===== config.mk =====
export PLATFORM = sky130hd
export DESIGN_NAME = ecpri_resp_tx
export DESIGN_NICKNAME = d
export VERILOG_FILES = /design/src/rtl/ecpri_pkg.sv /design/src/rtl/ecpri_tx_skid.sv /design/src/rtl/ecpri_resp_tx.sv
export SDC_FILE = /design/constraint.sdc
export NUM_CORES = 1
export LEC_CHECK = 0
export BUFFER_PORTS_ARGS = -buffer_cell sky130_fd_sc_hd__buf_2
export CORE_ASPECT_RATIO = 1.4
export CORE_MARGIN = 2
export CORE_UTILIZATION = 45
export DETAILED_ROUTE_END_ITERATION = 10
export SLEW_MARGIN = 25
export SYNTH_ARGS = -nofsm -noshare
export SYNTH_HDL_FRONTEND = slang
export SYNTH_SLANG_ARGS = --single-unit

===== constraint.sdc =====
create_clock -name clk -period 4.7 [get_ports clk]
set_input_delay 0.94 -clock clk [delete_from_list [all_inputs] [get_ports clk]]
set_output_delay 0.94 -clock clk [all_outputs]
set_load 0.03 [all_outputs]

===== src/rtl/ecpri_pkg.sv =====
// Shared eCPRI constants, TX state encoding and the RMA response header byte mux.
package ecpri_pkg;

    localparam logic [7:0] ECPRI_REV_BYTE = 8'h10;
    localparam logic [7:0] ECPRI_MSG_RMA  = 8'h04;
    localparam int         RMA_HDR_LEN    = 12;
    localparam int         ECPRI_HDR_LEN  = 4;
    localparam logic [7:0] RMA_RD_RESP    = 8'h01;
    localparam logic [7:0] RMA_WR_RESP    = 8'h11;

    localparam int         RESP_HDR_BYTES = ECPRI_HDR_LEN + RMA_HDR_LEN;
    localparam logic [3:0] HDR_LAST_IDX   = 4'(RESP_HDR_BYTES - 1);

    typedef enum logic [1:0] {
        ST_IDLE = 2'd0,
        ST_HDR  = 2'd1,
        ST_DATA = 2'd2
    } tx_state_e;

    // Byte idx of the 16-byte response header; multi-byte fields are big-endian.
    function automatic logic [7:0] rma_resp_hdr_byte(
        input logic [3:0]  idx,
        input logic        is_read,
        input logic [7:0]  len,
        input logic [7:0]  rma,
        input logic [15:0] elem,
        input logic [47:0] addr
    );
        logic [15:0] psize;
        logic [7:0]  b;
        psize = 16'(RMA_HDR_LEN) + (is_read ? {8'h00, len} : 16'h0000);
        case (idx)
            4'd0:    b = ECPRI_REV_BYTE;
            4'd1:    b = ECPRI_MSG_RMA;
            4'd2:    b = psize[15:8];
            4'd3:    b = psize[7:0];
            4'd4:    b = rma;
            4'd5:    b = is_read ? RMA_RD_RESP : RMA_WR_RESP;
            4'd6:    b = elem[15:8];
            4'd7:    b = elem[7:0];
            4'd8:    b = addr[47:40];
            4'd9:    b = addr[39:32];
            4'd10:   b = addr[31:24];
            4'd11:   b = addr[23:16];
            4'd12:   b = addr[15:8];
            4'd13:   b = addr[7:0];
            4'd14:   b = 8'h00;
            default: b = len;
        endcase
        return b;
    endfunction

endpackage


===== src/rtl/ecpri_tx_skid.sv =====
// Two-entry byte FIFO between the 1-cycle-latency packet memory and the tx handshake.
module ecpri_tx_skid
    import ecpri_pkg::*;
#(
    parameter int WIDTH = 8
) (
    input  logic             clk,
    input  logic             reset,
    input  logic             push,
    input  logic [WIDTH-1:0] push_data,
    input  logic             pop,
    output logic [WIDTH-1:0] head,
    output logic [1:0]       count,
    output logic             empty
);

    logic [WIDTH-1:0] slot_q [2];
    logic             wr_ptr_q;
    logic             rd_ptr_q;
    logic [1:0]       cnt_q;
    logic             do_push;
    logic             do_pop;

    assign do_push = push && (cnt_q != 2'd2);
    assign do_pop  = pop && (cnt_q != 2'd0);

    // storage, pointers and occupancy
    always_ff @(posedge clk or posedge reset) begin
        if (reset) begin
            slot_q[0] <= '0;
            slot_q[1] <= '0;
            wr_ptr_q  <= 1'b0;
            rd_ptr_q  <= 1'b0;
            cnt_q     <= 2'd0;
        end else begin
            if (do_push) begin
                slot_q[wr_ptr_q] <= push_data;
                wr_ptr_q         <= ~wr_ptr_q;
            end
            if (do_pop) begin
                rd_ptr_q <= ~rd_ptr_q;
            end
            cnt_q <= cnt_q + {1'b0, do_push} - {1'b0, do_pop};
        end
    end

    assign head  = slot_q[rd_ptr_q];
    assign count = cnt_q;
    assign empty = (cnt_q == 2'd0);

endmodule


===== src/rtl/ecpri_resp_tx.sv =====
// eCPRI RMA response builder: header mux, memory prefetch and one pending request slot.
//
//  state   | meaning
//  --------+-----------------------------------------------------------
//  IDLE    | nothing to send, pending slot empty
//  HDR     | streaming header bytes B0..B15; read data prefetch running
//  DATA    | streaming read data bytes out of the skid FIFO
module ecpri_resp_tx
    import ecpri_pkg::*;
#(
    parameter int          DATA_WIDTH = 8,
    parameter int          ADDR_WIDTH = 16,
    parameter logic [15:0] ELEMENT_ID = 16'h0000
) (
    input  logic                  clk,
    input  logic                  reset,
    input  logic                  send_read_resp,
    input  logic                  send_write_resp,
    input  logic [7:0]            resp_payload_len,
    input  logic [ADDR_WIDTH-1:0] resp_addr,
    input  logic [7:0]            rma_id,
    output logic [ADDR_WIDTH-1:0] mem_addr,
    output logic                  mem_oe,
    input  logic [DATA_WIDTH-1:0] mem_data,
    output logic [DATA_WIDTH-1:0] tx_data,
    output logic                  tx_valid,
    output logic                  tx_last,
    input  logic                  tx_ready,
    output logic                  busy,
    output logic                  err_drop
);

    tx_state_e             state_q, state_d;

    logic                  cur_rd_q;
    logic [7:0]            cur_len_q;
    logic [ADDR_WIDTH-1:0] cur_addr_q;
    logic [7:0]            cur_rma_q;

    logic                  pend_valid_q;
    logic                  pend_rd_q;
    logic [7:0]            pend_len_q;
    logic [ADDR_WIDTH-1:0] pend_addr_q;
    logic [7:0]            pend_rma_q;

    logic [3:0]            hdr_cnt_q;
    logic [7:0]            data_cnt_q;
    logic [8:0]            fetch_cnt_q;
    logic                  oe_q;
    logic                  err_drop_q;

    logic                  any_req;
    logic                  has_data;
    logic                  start;
    logic                  finish;
    logic                  fifo_pop;
    logic                  cur_from_pend;
    logic                  load_rd;
    logic                  pend_load;
    logic                  pend_load_rd;
    logic                  drop;
    logic                  fetch_room;

    logic [DATA_WIDTH-1:0] fifo_head;
    logic [1:0]            fifo_cnt;
    logic                  fifo_empty;

    assign any_req  = send_read_resp || send_write_resp;
    assign has_data = cur_rd_q && (cur_len_q != 8'd0);

    ecpri_tx_skid #(.WIDTH(DATA_WIDTH)) u_skid (
        .clk       (clk),
        .reset     (reset),
        .push      (oe_q),
        .push_data (mem_data),
        .pop       (fifo_pop),
        .head      (fifo_head),
        .count     (fifo_cnt),
        .empty     (fifo_empty)
    );

    // FSM state register
    always_ff @(posedge clk or posedge reset) begin
        if (reset) begin
            state_q <= ST_IDLE;
        end else begin
            state_q <= state_d;
        end
    end

    // next state, stream outputs and start/finish strobes
    always_comb begin
        state_d  = state_q;
        tx_valid = 1'b0;
        tx_data  = '0;
        tx_last  = 1'b0;
        fifo_pop = 1'b0;
        start    = 1'b0;
        finish   = 1'b0;
        case (state_q)
            ST_IDLE: begin
                if (any_req || pend_valid_q) begin
                    start = 1'b1;
                end
            end
            ST_HDR: begin
                tx_valid = 1'b1;
                tx_data  = rma_resp_hdr_byte(hdr_cnt_q, cur_rd_q, cur_len_q, cur_rma_q,
                                             ELEMENT_ID, 48'(cur_addr_q));
                tx_last  = (hdr_cnt_q == HDR_LAST_IDX) && !has_data;
                if (tx_ready && (hdr_cnt_q == HDR_LAST_IDX)) begin
                    if (has_data) begin
                        state_d = ST_DATA;
                    end else begin
                        finish = 1'b1;
                    end
                end
            end
            ST_DATA: begin
                tx_valid = !fifo_empty;
                tx_data  = fifo_head;
                tx_last  = (data_cnt_q == (cur_len_q - 8'd1));
                fifo_pop = tx_valid && tx_ready;
                if (fifo_pop && tx_last) begin
                    finish = 1'b1;
                end
            end
            default: state_d = ST_IDLE;
        endcase
        // back-to-back: the next response starts the cycle after tx_last transfers
        if (finish) begin
            if (pend_valid_q || any_req) begin
                start = 1'b1;
            end else begin
                state_d = ST_IDLE;
            end
        end
        if (start) begin
            state_d = ST_HDR;
        end
    end

    // route incoming requests to the current slot, the pending slot, or drop them
    always_comb begin
        cur_from_pend = start && pend_valid_q;
        load_rd       = cur_from_pend ? pend_rd_q : send_read_resp;
        pend_load     = 1'b0;
        pend_load_rd  = 1'b0;
        drop          = 1'b0;
        if (start && !pend_valid_q) begin
            // read wins the current slot; a simultaneous write waits
            pend_load    = send_read_resp && send_write_resp;
            pend_load_rd = 1'b0;
        end else begin
            pend_load_rd = send_read_resp;
            if (any_req) begin
                if (!pend_valid_q || start) begin
                    pend_load = 1'b1;
                end else begin
                    drop = 1'b1;
                end
            end
            if (send_read_resp && send_write_resp) begin
                drop = 1'b1;
            end
        end
    end

    // current response fields, loaded at start
    always_ff @(posedge clk or posedge reset) begin
        if (reset) begin
            cur_rd_q   <= 1'b0;
            cur_len_q  <= 8'd0;
            cur_addr_q <= '0;
            cur_rma_q  <= 8'd0;
        end else if (start) begin
            cur_rd_q   <= load_rd;
            cur_len_q  <= cur_from_pend ? pend_len_q  : resp_payload_len;
            cur_addr_q <= cur_from_pend ? pend_addr_q : resp_addr;
            cur_rma_q  <= cur_from_pend ? pend_rma_q  : rma_id;
        end
    end

    // single pending request slot
    always_ff @(posedge clk or posedge reset) begin
        if (reset) begin
            pend_valid_q <= 1'b0;
            pend_rd_q    <= 1'b0;
            pend_len_q   <= 8'd0;
            pend_addr_q  <= '0;
            pend_rma_q   <= 8'd0;
        end else if (pend_load) begin
            pend_valid_q <= 1'b1;
            pend_rd_q    <= pend_load_rd;
            pend_len_q   <= resp_payload_len;
            pend_addr_q  <= resp_addr;
            pend_rma_q   <= rma_id;
        end else if (cur_from_pend) begin
            pend_valid_q <= 1'b0;
        end
    end

    // header/data byte counters and memory fetch counter
    always_ff @(posedge clk or posedge reset) begin
        if (reset) begin
            hdr_cnt_q   <= 4'd0;
            data_cnt_q  <= 8'd0;
            fetch_cnt_q <= 9'd0;
        end else if (start) begin
            hdr_cnt_q   <= 4'd0;
            data_cnt_q  <= 8'd0;
            fetch_cnt_q <= 9'd0;
        end else begin
            if ((state_q == ST_HDR) && tx_ready) begin
                hdr_cnt_q <= hdr_cnt_q + 4'd1;
            end
            if (fifo_pop) begin
                data_cnt_q <= data_cnt_q + 8'd1;
            end
            if (mem_oe) begin
                fetch_cnt_q <= fetch_cnt_q + 9'd1;
            end
        end
    end

    // Prefetch starts during the header so data follows B15 without a bubble.
    // Room counts the byte still in flight from the memory.
    assign fetch_room = ({1'b0, fifo_cnt} + {2'b00, oe_q} - {2'b00, fifo_pop}) < 3'd2;
    assign mem_oe     = (state_q != ST_IDLE) && cur_rd_q
                        && (fetch_cnt_q < {1'b0, cur_len_q}) && fetch_room;
    assign mem_addr   = cur_addr_q + ADDR_WIDTH'(fetch_cnt_q);

    // read-data return flag and drop pulse
    always_ff @(posedge clk or posedge reset) begin
        if (reset) begin
            oe_q       <= 1'b0;
            err_drop_q <= 1'b0;
        end else begin
            oe_q       <= mem_oe;
            err_drop_q <= drop;
        end
    end

    assign err_drop = err_drop_q;
    assign busy     = (state_q != ST_IDLE) || pend_valid_q;

endmodule

# After elaboration in Yosys (flattened, before gate mapping)
# Index checks and enable logic that the tools add are counted.
[word_totals]
ff_bits = 112
latch_bits = 0
ram_bits = 0
romBits = 0
input_bits = 45
out_inout_bits = 29
wordCells = 139
memories = 0
[op_classes]
addsub = 10
n_mul = 0
div_mod_pow = 0
magnitude_cmp = 5
n_eq_ne = 19
shifts = 0
n_mux = 47
n_bitwise = 4
n_reduce_logical = 34
[op_table]
columns = ["cell", "count"]
rows = [
  ["8-bit 2-to-1 mux", 9],
  ["8-bit case mux with 9 select lines", 1],
  ["4-bit equality test (second input constant)", 8],
  ["1-bit 2-to-1 mux", 19],
  ["9-bit 2-to-1 mux", 2],
  ["16-bit by 9-bit adder with 16-bit output", 1],
  ["16-bit bitwise mux", 1],
  ["4-bit by 3-bit equality test with 1-bit output (second input constant)", 4],
  ["16-bit 2-to-1 mux", 1],
  ["8-bit case mux with 2 select lines", 1],
  ["1-bit logical AND", 15],
  ["2-bit nonzero test", 6],
  ["2-bit 2-to-1 mux", 5],
  ["4-bit by 8-bit adder with 9-bit output (first input constant)", 1],
  ["9-bit by 1-bit adder with 9-bit output (second input constant)", 1],
  ["9-bit by 8-bit < comparator with 1-bit output", 1],
  ["8-bit by 1-bit adder with 8-bit output (second input constant)", 1],
  ["8-bit demux with 1-bit select", 1],
  ["4-bit by 2-bit equality test with 1-bit output (second input constant)", 2],
  ["8-bit equality test", 1],
  ["4-bit 2-to-1 mux", 2],
  ["8-bit nonzero test", 1],
  ["8-bit by 1-bit subtractor with 8-bit output (second input constant)", 1],
  ["7-bit OR reduction", 1],
  ["22 further kinds", 33],
]

# Longest topological paths before layout
[depth]
depth_word = 12
ltp_mapped = 15
ltp_nobuf = 14

# Hierarchy
# From an unflattened synthesis, not the netlist that was laid out.
[unflattened]
hier_cells = 706
area_unflattened_um2 = 7145.6
[by_module_without_submodules]
columns = ["module", "n_inst", "cells_each", "area_each_um2"]
rows = [
  ["ecpri_resp_tx", 1, 645, 6184.7],
  ["ecpri_tx_skid", 1, 61, 960.9],
]

# Worst setup path before layout
# Ideal clock, no wire load.
[synth_path]
path_kind = "reg2out"
startpoint = "register fetch_cnt_q[0]"
endpoint = "output port mem_addr[10]"
t_arrival_ns = 3.206
path_slack_ns = 0.554
path_stages_with_launch = 11
path_buffers = 0
path_cell_list = "dfrtp_1 -> ha_1 -> inv_1 -> fa_1 -> nor2b_1 -> o21ai_0 -> a21boi_0 -> o21ai_0 -> a21boi_0 -> nor2_1 -> o311ai_0"
[synth_via]
elab_chain_cells = 1
[synth_rtl]
columns = ["element", "line_no", "text"]
rows = [
  ["start: declaration", "ecpri_resp_tx.sv:48", "logic [8:0] fetch_cnt_q;"],
  ["start signal: assignment", "ecpri_resp_tx.sv:221", "fetch_cnt_q <= fetch_cnt_q + 9'd1;"],
  ["16-bit by 9-bit adder with 16-bit output", "ecpri_resp_tx.sv:231", "assign mem_addr = cur_addr_q + ADDR_WIDTH'(fetch_cnt_q);"],
  ["end: declaration", "ecpri_resp_tx.sv:22", "output logic [ADDR_WIDTH-1:0] mem_addr,"],
]
# Every way passes these cells.

# Worst setup path after layout
# Ends and elaborated chain as after synthesis.

==> results.toml <==
[power_and_ir_drop]
p_int_mw = 2.96
p_clk_frac = 0.153
p_total_mw = 5.28
vdd_ir_drop_max_v = 0.000288
p_seq_frac = 0.340
p_switching_mw = 2.32
static-leakage-power_nw = 3.46
switching_share = 0.439
power.density_nw_per_um2 = 695
combPwrFrac = 0.507

[layout]
most-common-layout-cells = "dfrtp_1 (112), buf_2 (73), o22ai_1 (60)"
drive_gt1_frac = 0.237
final_common_cell = "dfrtp_1"
antenna_cells = 0
stdcell_area_sq_um = 7600
regArea_sq_um = 2800
areaGrowthSynthToFinish_pct = 11.8
fillers = 1387
nNetsFinal = 803
multi_input_area_sq_um = 3680

[yosys]
synthMuxAreaShare = 0.111
ys.flop_type = "dfrtp_1"
synthTopCellsByArea = "dfrtp_1 (41%), mux2_4 (6.6%), ha_1 (5.9%)"
synth_cell_types = 67
synth_edf_count = 0
yosys_warnings = 0
synth-compound-area-share = 0.197
synth_simple_gate_area_frac = 0.114
synth_top_family_by_area = "compound AO/OA/AOI/OAI gates"
yosys.area_share.xor_xnor = 0.0528
synth_area_per_cell_sq_um = 10.1
synth_top_area_cell = "dfrtp_1"
synthArstFlopShare = 1.00
ys_ff_latch = 112
synthAdderAreaFrac = 0.0664
ys_seq_area_frac = 0.412
synth.top_cell.area_share = 0.412
syn-cell-area_sq_um = 6800
synth_nets = 750
syn_inst = 671

[sta]
period_needed_ns = 4.25
tightest_slew_ns = 0.828
rsz0062_at_grt = "false"
finalSetupTns_ns = 0
hold_violations = 0
fmax_mhz = 235
timing.final.crit_share = 0.904
finClkSkew_ns = 0.0114
hold_slack_ns = 0.502
finalMaxSlewViolations = 0
max_slew_margin = 0.448
setup_slack_ns = 0.452
setup_viol = 0

[global_route]
antenna_found_initial = 0
first_global_vias = 5743
gr-usage-all-layers = 0.235
grt_max_degree = 42
grt_overflow_total = 0
grt_pass1_wl_microns = 29700

[die]
initial_utilization = 0.456
die_h_microns = 149
io_pins = 74
placementRows = 53
die-area_sq_um = 16100
fp.dieW_microns = 108
core_area_sq_um = 14900

[drt]
drt_iter0_drc = 347
routed_wl_microns = 18400
wire_per_inst_microns = 20.0
vias = 5518
ant_nets = 0
drt_pass1_iterations = 4
via_per_inst = 5.99
drcViolationCount = 0

[clocking]
cts_resized = 0
cts_setup_buffers = 0
clk_pin_slew_ns = 0.07
clock-sinks = 112
cts_hold_buffers = 0
tritoncts = "done"
clkLatencyLatePin_ns = 0.36
cts-buffers-inserted = 9
cts_max_path_buffers = 2
clock-root-buffer = "clkbuf_16"
htree_levels = 3

[outcome]
status = "finished, final reports clean"

[critical_path]
cp-start-kind = "flip-flop"
critPathBufInv = 2
path_cells = "ha_1 -> inv_1 -> fa_1 -> nor2b_1 -> o21ai_0 -> a21boi_0 -> o21ai_0 -> a21boi_0 -> nor2_1 -> o311ai_0 -> buf_2"
crit_arrival_ns = 3.31
cp_max_fo = 6
critical_path_depth = 11
r2r_cells = 15
end_kind = "output pin"
crit_type = "flip-flop to output pin"
critPathRequiredTime_ns = 3.76
cp_slowest_stage_delay_ns = 0.48
critPathTopFamily = "compound AO/OA/AOI/OAI gates"
cp_slowest_cell = "a21boi_0"

[job]
max-cap-violations = 0

[place]
place.gp.congestion = 0.861
place_area_sq_um = 7300
port-buffer-count = 73
place_ws_ns = 0.698
hpwl_microns = 13000

[min_path]
worstHoldPathCells = 1
hp-class = "flip-flop to flip-flop"
[registers in the layout, summed over array words and instances, names as in the netlist]
signal	count
pend_rma_q	8
cur_rd_q	1
u_skid.slot_q	16
oe_q	1
hdr_cnt_q	4
cur_addr_q	16
fetch_cnt_q	9
state_q	2
cur_len_q	8
u_skid.count	2
err_drop	1
pend_len_q	8
u_skid.wr_ptr_q	1
u_skid.rd_ptr_q	1
pend_addr_q	16
data_cnt_q	8
pend_valid_q	1
pend_rd_q	1
cur_rma_q	8
[worst reg2reg max path, cell delays in order, from the launching register on]
cell	delay, ns
dfrtp_1	0.38
inv_1	0.09
ha_1	0.22
o21a_1	0.14
and2_1	0.16
ha_1	0.25
nand2b_1	0.15
fa_1	0.49
nor4bb_1	0.28
nand3_1	0.12
a31oi_1	0.17
o31a_1	0.20
buf_4	0.18
nand4_1	0.18
or3_1	0.34
a21oi_1	0.14
[synthesized netlist by cell type, types with 3 or more instances]
cell type    n
dfrtp_1    112
o22ai_1     60
a21oi_1     47
nand2_1     35
ha_1        32
nor2_1      32
mux2_4      30
inv_1       28
clkbuf_1    26
mux2_2      26
xnor2_1     22
xor2_1      19
nand3_1     16
o21ai_0     16
a22oi_1     13
and3_1      13
nor2b_1     12
buf_2       10
nand4_1     10
a22o_1       9
nand2b_1     6
nor3_1       6
a21boi_0     5
a21o_1       5
o21a_1       5
or3_1        5
or2_2        4
a211oi_1     3
a31oi_1      3
a41oi_1      3
and2_1       3
buf_1        3
buf_6        3
nor4_1       3
o21ai_2      3
o311ai_0     3
o31ai_1      3
[logic make-up after synthesis]
family / after synthesis
AO/OA/AOI/OAI: 200
XOR/XNOR: 41
adder cells (fa/ha/maj): 35
buffers and inverters: 73
flip-flops: 112
multiplexers: 57
AND/OR/NAND/NOR: 153
[layout make-up]
| cell class | count | share of cell area |
|---|---|---|
| tap | 192 | 0.0316 |
| multi-input combinational | 486 | 0.484 |
| sequential | 112 | 0.369 |
| inverter | 29 | 0.0146 |
| clock buffer | 10 | 0.0301 |
| clock inverter | 6 | 0.00987 |
| timing repair buffer | 86 | 0.0609 |
[power by group through the flow]
stage	Sequential [mW]	Combinational, mW	Clock [mW]
3_5_place_dp	1.81	2.65	0
3_3_place_gp	1.78	2.60	0
4_1_cts	1.79	2.67	0.826
2_1_floorplan	1.60	2.14	0
5_1_grt	1.85	2.93	0.862
6_report	1.80	2.68	0.808
[layer usage]
layer	track usage	up-vias	share of wire	routed length, microns
met4	0.0795	0	0.026	472
met3	0.0405	34	0.042	777
met1	0.292	2760	0.43	7940
met2	0.410	146	0.50	9190
met5	0	-	0	0
li1	-	2578	-	-
[stage by stage]
stage | util | cells
6_report | 0.510 | 921
5_1_grt | 0.510 | 921
4_1_cts | 0.510 | 921
3_5_place_dp | 0.489 | 905
3_3_place_gp | 0.489 | 905
2_1_floorplan | - | 671
[final timing paths]
kind,start,endpoint,slack (ns)
min reg2reg,u_skid.wr_ptr_q,u_skid.wr_ptr_q,0.50
max in group asynchronous,reset,cur_addr_q[5],3.17
min,u_skid.wr_ptr_q,u_skid.wr_ptr_q,0.50
max reg2reg,state_q[0],fetch_cnt_q[6],1.12
min in group asynchronous,reset,pend_rma_q[2],0.60
max,fetch_cnt_q[0],mem_addr[10],0.45
No activity file was read; power rests on OpenSTA's default activity.
